### src/rtl/counter_snapshot_serializer.sv
// Captures both 64-bit counters in one cycle on Snap and streams them out as a
// framed byte sequence (header, Cnt0 bytes, Cnt1 bytes) over valid/ready.
module counter_snapshot_serializer #(
  parameter int          DW        = 64,
  parameter bit          LSB_FIRST = 1'b1,
  parameter logic [7:0]  HDR       = 8'hA5
) (
  input  logic          Clk,
  input  logic          Reset,
  input  logic          Snap,
  input  logic [DW-1:0] Cnt0,
  input  logic [DW-1:0] Cnt1,
  input  logic          Ready,
  output logic          Valid,
  output logic [7:0]    DataOut,
  output logic          Last,
  output logic          Busy,
  output logic [7:0]    Overrun
);

  localparam int NB    = DW / 8;
  localparam int NBEAT = 2 * NB;
  localparam int IW    = (NBEAT > 1) ? $clog2(NBEAT) : 1;
  localparam logic [IW-1:0] IDX_LAST = IW'(NBEAT - 1);
  localparam logic [IW-1:0] NB_I     = IW'(NB);

  typedef enum logic [1:0] {IDLE, HEAD, DATA} state_t;

  state_t        state, state_nxt;
  logic [IW-1:0] idx, idx_nxt;
  logic [DW-1:0] snap0, snap1;
  logic [7:0]    ovr;
  logic          accept, reject;

  function automatic logic [7:0] sat_inc(input logic [7:0] v);
    return (v == 8'hFF) ? v : v + 8'd1;
  endfunction

  // k is the position of the byte in transmit order within one counter
  function automatic logic [7:0] pick_byte(input logic [DW-1:0] w,
                                           input logic [IW-1:0] k);
    int pos;
    pos = LSB_FIRST ? int'(k) : NB - 1 - int'(k);
    return w[pos*8 +: 8];
  endfunction

  always_comb begin
    state_nxt = state;
    idx_nxt   = idx;
    accept    = 1'b0;
    reject    = 1'b0;
    case (state)
      IDLE: begin
        if (Snap) begin
          accept    = 1'b1;
          state_nxt = HEAD;
        end
      end
      HEAD: begin
        if (Ready) begin
          state_nxt = DATA;
          idx_nxt   = '0;
        end
      end
      DATA: begin
        if (Ready) begin
          if (idx == IDX_LAST) begin
            idx_nxt = '0;
            // A snapshot on the final handshake chains straight into the next header
            if (Snap) begin
              accept    = 1'b1;
              state_nxt = HEAD;
            end else begin
              state_nxt = IDLE;
            end
          end else begin
            idx_nxt = idx + 1'b1;
          end
        end
      end
      default: state_nxt = IDLE;
    endcase
    reject = Snap && !accept && (state != IDLE);
  end

  // Stage p0: frame control and captured snapshot
  always_ff @(posedge Clk) begin
    if (Reset) begin
      state <= IDLE;
      idx   <= '0;
    end else begin
      state <= state_nxt;
      idx   <= idx_nxt;
    end
  end

  always_ff @(posedge Clk) begin
    if (Reset) begin
      snap0 <= '0;
      snap1 <= '0;
      ovr   <= '0;
    end else begin
      if (accept) begin
        snap0 <= Cnt0;
        snap1 <= Cnt1;
      end
      if (reject) ovr <= sat_inc(ovr);
    end
  end

  always_comb begin
    DataOut = '0;
    case (state)
      HEAD:    DataOut = HDR;
      DATA:    DataOut = (idx < NB_I) ? pick_byte(snap0, idx)
                                      : pick_byte(snap1, idx - NB_I);
      default: DataOut = '0;
    endcase
  end

  assign Valid   = (state != IDLE);
  assign Busy    = (state != IDLE);
  assign Last    = (state == DATA) && (idx == IDX_LAST);
  assign Overrun = ovr;

endmodule

### config.mk
export PLATFORM = sky130hd
export DESIGN_NAME = counter_snapshot_serializer
export DESIGN_NICKNAME = d
export VERILOG_FILES = /design/src/rtl/counter_snapshot_serializer.sv
export SDC_FILE = /design/constraint.sdc
export NUM_CORES = 1
export LEC_CHECK = 0
export BUFFER_PORTS_ARGS = -buffer_cell sky130_fd_sc_hd__buf_2
export CORE_MARGIN = 5
export CORE_UTILIZATION = 45
export DETAILED_ROUTE_END_ITERATION = 10
export PLACE_DENSITY = 0.77
export SKIP_CTS_REPAIR_TIMING = 1
export SYNTH_ARGS = -nofsm -noshare
export SYNTH_HDL_FRONTEND = slang
export SYNTH_SLANG_ARGS = --single-unit
### constraint.sdc
create_clock -name Clk -period 2.14 [get_ports Clk]
set_input_delay 0.214 -clock Clk [delete_from_list [all_inputs] [get_ports Clk]]
set_output_delay 0.214 -clock Clk [all_outputs]
set_load 0.02 [all_outputs]
Word level (Yosys, flattened, before mapping)
Cells that the tools add are included.
- register bits: 142
- bits of input ports: 132
- output and inout port bits: 19
- logic and storage cells: 46
- add/subtract/negate cells: 3
- $lt $le $gt $ge: 1
- eq/ne operators: 8
- shift operators: 2
- mux-type cells: 16
- bitwise logic cells: 1
- reduce and logical (&&, ||, !) cells: 10
- operator list (cell ; count):
    indexed part select 64 x 8 -> 8 bit ; 2
    one-hot mux 8 bit (2 select lines) ; 1
    two-way mux 4 bit ; 3
    adder 8 x 1 -> 8 bit, second input constant ; 1
    == test 8 bit, second input constant ; 1
    two-way mux 2 bit ; 4
    two-way mux 8 bit ; 1
    one-hot mux 4 bit (2 select lines) ; 1
    != test 2 bit, second input constant ; 3
    one-hot mux 2 bit (3 select lines) ; 1
    adder 4 x 1 -> 4 bit, second input constant ; 1
    == test 4 bit, second input constant ; 1
    < comparator 4 bit, second input constant ; 1
    two-way mux 1 bit ; 4
    AND reduction 4 bit ; 1
    nonzero test 2 bit ; 2
    subtractor 4 bit, second input constant ; 1
    logical AND 1 bit ; 3
    AND reduction 3 bit ; 1
    == test 2 x 1 -> 1 bit, second input constant ; 1
    == test 2 bit, second input constant ; 1
    zero test 2 bit ; 1
    != test 2 x 1 -> 1 bit, second input constant ; 1
    one-hot mux 1 bit (2 select lines) ; 1
    3 further kinds ; 3

Depth between registers and ports, before layout
Gate-level depths: netlist of run 1.
- depth in word-level cells: 8
- gate-level depth with buffers: 8
- mapped depth without buffers: 6

Worst setup path before layout of run 1
Ideal clock, no wire load.
- path kind: reg2out
- start: reg idx[0]
- end: out DataOut[3]
- data arrival time: 1.706 ns
- required time: 1.926 ns
- path slack: 0.220 ns
- cell stages (with the launch flop): 7
- path buffers: 2
- cells stage by stage: dfxtp_1 buf_6 buf_2 mux2i_1 a22oi_1 a22o_1 a221o_1
- longest elaborated chain between the ends: 4
- elaborated cells between the ends (all ways): 6
- those cells by class: 1 x add/sub; 1 x order compare; 2 x shift; 2 x mux
- ends and longest elaborated chain (what ; RTL line ; source):
    start: declaration ; 30 ; logic [IW-1:0] idx, idx_nxt;
    start signal: assignment ; 93 ; idx <= idx_nxt;
    subtractor 4 bit ; 116 ; : pick_byte(snap1, idx - NB_I);
    indexed part select 64 x 8 -> 8 bit ; 44 ; return w[pos*8 +: 8];
    two-way mux 8 bit (*) ; 115 ; DATA: DataOut = (idx < NB_I) ? pick_byte(snap0, idx)
    one-hot mux 8 bit (2 select lines) (*) ; 113 ; case (state)
    end: declaration ; 15 ; output logic [7:0] DataOut,
Mark *: on every way between the ends. The rest lies on a longest branch, timed or not.

Worst setup path in the final report of run 1
Ends and elaborated chain as after synthesis.

==> results.yml, run 1 <==
detailed_routing:
  ant_nets: 0
  dr.pass1.iters: 5
  post_drt_wl_per_cell_um: 18.88
  routed_wirelength_mm: 20.77
  via_count: 6697
  drc_errors: 0
  avgViaCountPerCell: 6.088
  drt_iter0_drc: 768
global_routing:
  grt.overflow.total: 0
  antenna_found_initial: 0
  grt_pass1_wl_mm: 31.42
  grt_pass1_vias: 6108
  grt_max_degree: 81
  gr-usage-all-layers_pct: 22.10
sta:
  worstMarginPinSlew_ns: 0.6658
  timing.final.crit_share_pct: 114.6
  max_freq_mhz: 407.7
  fin_worst_skew_ns: 0.005293
  rsz0062_at_grt: "true"
  finalHoldViolCount: 0
  setup_viol: 8
  layout_setup_ws_ns: -0.3127
  period_minus_slack_ns: 2.453
  slew_viol_final: 0
  relSlewSlack_pct: 55.14
min_path:
  min_to: "snap0[33]"
  holdPathStages: 3
  worstHoldStart: "Cnt0[33]"
  min_path_type: "input port to flop"
synthesis:
  yosysWarnings: 0
  ys_ff_latch: 142
  synth-edff-count: 0
  muxShareOfSynthArea_pct: 10.77
  ys_types: 45
  synth_top_flop_cell: "dfxtp_1"
  syn_inst: 788
  synth_fa_ha_area_share_pct: 1.122
  synth-compound-area-share_pct: 25.47
  synth_fp_nets: 926
  synthXorXnorAreaFrac_pct: 0
  synth.avg_cell_area_um2: 8.490
  ys_async_sr_fraction_pct: 0
  ys_seq_area_share_pct: 42.49
  yosys.area_share.simple_pct: 14.10
  synth_area_um2: 6690
  synth_top_family_by_area: "compound AO/OA/AOI/OAI gates"
cts:
  clk_transition_reported_paths_ns: 0.06
  cts_tree: "done"
  clk-insertion-delay-late_ns: 0.42
  clock-sinks: 142
  cts_root_buffer: "clkbuf_16"
  cts-buffers-inserted: 17
  cts-htree-levels: 4
  cts_max_path_buffers: 2
finish:
  fin_util_pct: 59.12
  finalInstanceArea_um2: 8592
  final_nets: 1041
  drive_gt1_share_pct: 28.60
  num_antenna_cells: 0
  area_delta_synth_final_pct: 28.43
power_and_ir_drop:
  p_clk_share_pct: 33.2
  power_density_nw_per_um2: 1155
  comb_power_share_pct: 32.6
  seq_power_share_pct: 34.1
  ir_drop_uv: 635.2
  swShare_pct: 33.89
  p_leak_nw: 3.216
  p_int_w: 0.006561
  p_sw_w: 0.003364
setup_path:
  critPathArrivalTime_ns: 2.24
  worstSetupPathType: "flop to primary output"
  rrSetupSlack_ns: 0.08
  start_kind: "flop"
  rr_endpoint: "snap0[36]"
  worstReg2RegStart: "idx[0]"
  rr_worst_depth: 7
  required_ns: 1.93
  critPathMaxFanout: 6
  crit_path_end_kind: "primary output"
die:
  core_um2: 14530
  start_util_pct: 46.03
  die_w_um: 131.9
  die_area_um2: 17410
  num_rows: 44
  io_pins: 151
  die_h_um: 131.9
placement:
  dp.final_hpwl_mm: 13.96
  routabilityCongestion: 0.9119
  portBuffers: 150
  placed_cell_area_um2: 7691
outcome:
  failed_checks: "setup timing"
  status: "finished with violations"
flow_run:
  max_cap_violations: 0
critical path: stages (launching register included):
cell and delay, ns:
dfxtp_4 0.43, clkbuf_16 0.18, mux4_2 0.52, and3_4 0.20, a221o_1 0.33, buf_6 0.16
power by group through the flow:
stage          logic [W]  registers, W  clock network [W]
6_report         0.00324       0.00339            0.00330
5_1_grt          0.00353       0.00342            0.00342
4_1_cts          0.00300       0.00335            0.00331
3_5_place_dp     0.00297       0.00340                  0
3_3_place_gp     0.00293       0.00339                  0
2_1_floorplan    0.00201       0.00328                  0
cell usage after synthesis (3+ instances only):
| cell type | count | area (um^2) |
|---|---|---|
| clkbuf_1 | 68 | 255.2 |
| nor3_1 | 3 | 15.01 |
| or3_1 | 4 | 25.02 |
| a221o_1 | 4 | 40.04 |
| a21oi_1 | 144 | 720.7 |
| and3_1 | 7 | 43.79 |
| ha_1 | 6 | 75.07 |
| nor2_1 | 9 | 33.78 |
| nand2_1 | 8 | 30.03 |
| mux2i_1 | 24 | 240.2 |
| o31ai_1 | 3 | 22.52 |
| inv_1 | 3 | 11.26 |
| buf_4 | 4 | 30.03 |
| mux4_2 | 18 | 405.4 |
| nand4_1 | 3 | 18.77 |
| buf_2 | 12 | 60.06 |
| nor2b_1 | 7 | 43.79 |
| dfxtp_1 | 142 | 2843 |
| o21ai_0 | 136 | 680.7 |
| or4_1 | 4 | 30.03 |
| nand3_1 | 132 | 660.6 |
| a22oi_1 | 9 | 67.56 |
| a22o_1 | 4 | 35.03 |
| a31oi_1 | 3 | 18.77 |
worst max path at each step:
stage                     cells after the start    endpoint  slack [ns]     start
after CTS                                     8  DataOut[3]       -0.34  state[1]
after floorplan                               6  DataOut[3]        0.22    idx[0]
final                                         5  DataOut[3]       -0.31    idx[0]
after global placement                        5  DataOut[1]        0.13    idx[0]
after detailed placement                      5  DataOut[1]        0.13    idx[0]
after global routing                          6  DataOut[2]       -0.34  state[0]
sequential cells by signal, indices dropped and copies added (netlist names):
signal,count
Overrun,8
idx,4
snap0,64
snap1,64
state,2
cell usage in the layout, fill, tap and decap left out, types with 5 or more instances in the layout:
cell and instances:
buf_2 142, a21oi_1 141, dfxtp_1 138, o21ai_0 135
nand3_1 131, buf_4 23, mux4_2 20, mux2i_1 20
clkbuf_16 20, buf_12 12, nor2_1 9, nand2_1 8
a22oi_1 7, nor2b_1 6, ha_1 6, and3_1 5
bufinv_16 5, buf_6 5
through the flow:
| step | total power, W | setup TNS (ns) | setup slack [ns] | cells | hold WS [ns] |
|---|---|---|---|---|---|
| 6_report | 0.009925 | -2.129 | -0.3127 | 1100 | 0.03957 |
| 5_1_grt | 0.01037 | -2.658 | -0.3446 | 1100 | 0.04364 |
| 4_1_cts | 0.009666 | -2.576 | -0.3418 | 1095 | 0.01894 |
| 3_5_place_dp | 0.006371 | 0 | 0.1253 | 1063 | 0.4686 |
| 3_3_place_gp | 0.006321 | 0 | 0.1269 | 1063 | 0.4603 |
| 2_1_floorplan | 0.005297 | 0 | 0.2197 | 788 | 0.3617 |
layer usage:
metal | track usage, % | share of wire [%]
met3 | 6.031 | 8.6
met2 | 33.77 | 46
met1 | 30.11 | 43
met5 | 0 | 0
met4 | 7.886 | 2.4
kinds of logic (layout without fill, tap and decap cells):
logic type	after synthesis	in the layout
AOI/OAI and AO/OA	318	318
buffers and inverters	93	221
DFF	142	142
and+or+nand+nor	183	183
adders and majority gates	6	6
muxes	46	46
cell type report:
class / count / area [um^2]
fill: 1277 / 5942
multi-input combinational: 553 / 3572
sequential: 142 / 2853
timing repair buffer: 185 / 1255
clock buffer: 22 / 484.2
tap: 184 / 230.2
clock inverter: 10 / 182.7
inverter: 4 / 15.01
Power figures use the tool's default switching activity.
==> run 2: changes to the inputs <==
Clock period 2.14 ns to 2.8 ns, I/O delays scaled along.
==> run 2 against run 1 <==
The flow now finishes without violations. Sequential share of layout area rose by 1.6 points. Total power fell by 28%. Via count decreased by 3.6%. Hold slack better by 0.065 ns. Clock skew is 0.0033 ns higher. First-iteration DRC count shrank 30%. Register-to-register slack better by 0.44 ns. Global-route usage down 0.56 points. Core utilization decreased by 2.8 points. Wire length decreased by 6.6%. Flip-flop and latch count is the same. Setup slack improved by 0.43 ns. Highest routed layer unchanged.
==> results.yml, run 2 (synthesized netlist as in run 1, its figures left out) <==
finish:
  drive_gt1_share_pct: 25.08
  final_nets: 1026
  layout_commonest_cell: "buf_2"
  area_delta_synth_final_pct: 22.31
  fin_util_pct: 56.30
  layout_common_cells: "buf_2, a21oi_1, dfxtp_1"
  num_antenna_cells: 0
die:
  io_pins: 151
  core_um2: 14530
  die_w_um: 131.9
  num_rows: 44
  die_h_um: 131.9
  start_util_pct: 46.03
  die_area_um2: 17410
detailed_routing:
  dr.pass1.iters: 5
  drc_errors: 0
  avgViaCountPerCell: 5.949
  via_count: 6455
  highest_layer: "met4"
  routed_wirelength_mm: 19.40
  met1_length_mm: 8.559
  drt_iter0_drc: 541
  met3RoutedLength_mm: 1.355
  met2_length_mm: 9.023
  post_drt_wl_per_cell_um: 17.88
  ant_nets: 0
placement:
  routabilityCongestion: 0.8461
  dp.final_hpwl_mm: 13.59
  portBuffers: 150
  place_ws_ns: 0.4852
sta:
  setup_viol: 0
  fin_tns_setup_ns: 0
  relSlewSlack_pct: 29.55
  finalHoldViolCount: 0
  max_freq_mhz: 373.4
  layout_setup_ws_ns: 0.1219
  rsz0062_at_grt: "false"
  timing.final.crit_share_pct: 95.65
  worstMarginPinSlew_ns: 1.055
  slew_viol_final: 0
  period_minus_slack_ns: 2.678
  fin_worst_skew_ns: 0.008609
setup_path:
  worstReg2RegStart: "idx[1]"
  rr_endpoint: "snap1[43]"
  endpoint: "DataOut[5]"
  max_stage_delay_ns: 0.53
  cp_slowest_cell: "mux4_2"
  rrSetupSlack_ns: 0.52
  crit_chain: "buf_12, mux4_2, a2111oi_0, a21oi_1, buf_2"
  required_ns: 2.52
  crit_path_end_kind: "primary output"
  critPathArrivalTime_ns: 2.40
  worstSetupPathType: "flop to primary output"
  crit_buf_inv: 2
  start_kind: "flop"
  rr_worst_depth: 6
  critPathLaunch: "idx[0]"
  critPathMaxFanout: 20
  cp_num_cells: 5
  critPathTopFamily: "compound AO/OA/AOI/OAI gates"
power_and_ir_drop:
  power_density_nw_per_um2: 870.7
  ir_drop_uv: 532.0
  p_int_w: 0.004691
  p_leak_nw: 3.080
  swShare_pct: 34.16
  p_clk_share_pct: 33.4
  total_power_w: 0.007125
  comb_power_share_pct: 30.7
  seq_power_share_pct: 36.0
  p_sw_w: 0.002434
cts:
  cts_tree: "done"
  clock-sinks: 142
  cts-buffers-inserted: 17
  cts_max_path_buffers: 2
  clk_transition_reported_paths_ns: 0.06
  cts-htree-levels: 4
  clk-insertion-delay-late_ns: 0.42
  cts_root_buffer: "clkbuf_16"
global_routing:
  antenna_found_initial: 0
  grt_max_degree: 98
  gr-usage-all-layers_pct: 21.54
  grt_pass1_vias: 5950
  grt_pass1_wl_mm: 30.61
  grt.overflow.total: 0
min_path:
  min_path_type: "input port to flop"
outcome:
  status: "finished clean"
flow_run:
  max_cap_violations: 0
-- run 2: power by group through the flow --
stage               sequential (W)  combinational [W]  clock [W]
global placement           0.00259            0.00214          0
finish                     0.00256            0.00219    0.00238
CTS                        0.00256            0.00218    0.00240
global route               0.00259            0.00241    0.00248
detailed placement         0.00259            0.00217          0
floorplan                  0.00251            0.00154          0
-- run 2: worst min path at each step --
stage / startpoint / to / slack [ns] / cells past startpoint
2_1_floorplan: Cnt0[0] / snap0[0] / 0.43 / 2
5_1_grt: Cnt1[10] / snap1[10] / 0.10 / 3
3_3_place_gp: snap0[19] / snap0[19] / 0.46 / 2
6_report: Cnt1[10] / snap1[10] / 0.10 / 3
4_1_cts: Cnt0[59] / snap0[59] / 0.09 / 3
3_5_place_dp: snap0[52] / snap0[52] / 0.47 / 2
-- run 2: routing by layer --
| layer | up-vias | track usage, % |
|---|---|---|
| met5 | - | 0 |
| met4 | 0 | 7.486 |
| met3 | 33 | 5.229 |
| met2 | 245 | 33.91 |
| met1 | 3047 | 29.02 |
| li1 | 3130 | - |
-- run 2: final cells by class --
type	instances	area, um^2
repair buffers	170	993.5
inverters	4	15.01
well taps	184	230.2
multi-input cells	553	3470
flip-flops and latches	142	2850
clock buffers	21	460.4
clock inverters	11	163.9
fillers	1341	6351
-- run 2: tightest hold or removal path: stages --
cell and delay (ns):
buf_2 0.09, nand3_1 0.06, a21oi_1 0.05
-- run 2: metrics by stage --
| stage | instances | cell area [um^2] | hold WS [ns] |
|---|---|---|---|
| floorplan | 788 | 6690 | 0.4277 |
| global placement | 1053 | 7553 | 0.4581 |
| finish | 1085 | 8183 | 0.1043 |
| global route | 1085 | 8183 | 0.1031 |
| detailed placement | 1053 | 7553 | 0.4654 |
| CTS | 1085 | 8178 | 0.09478 |
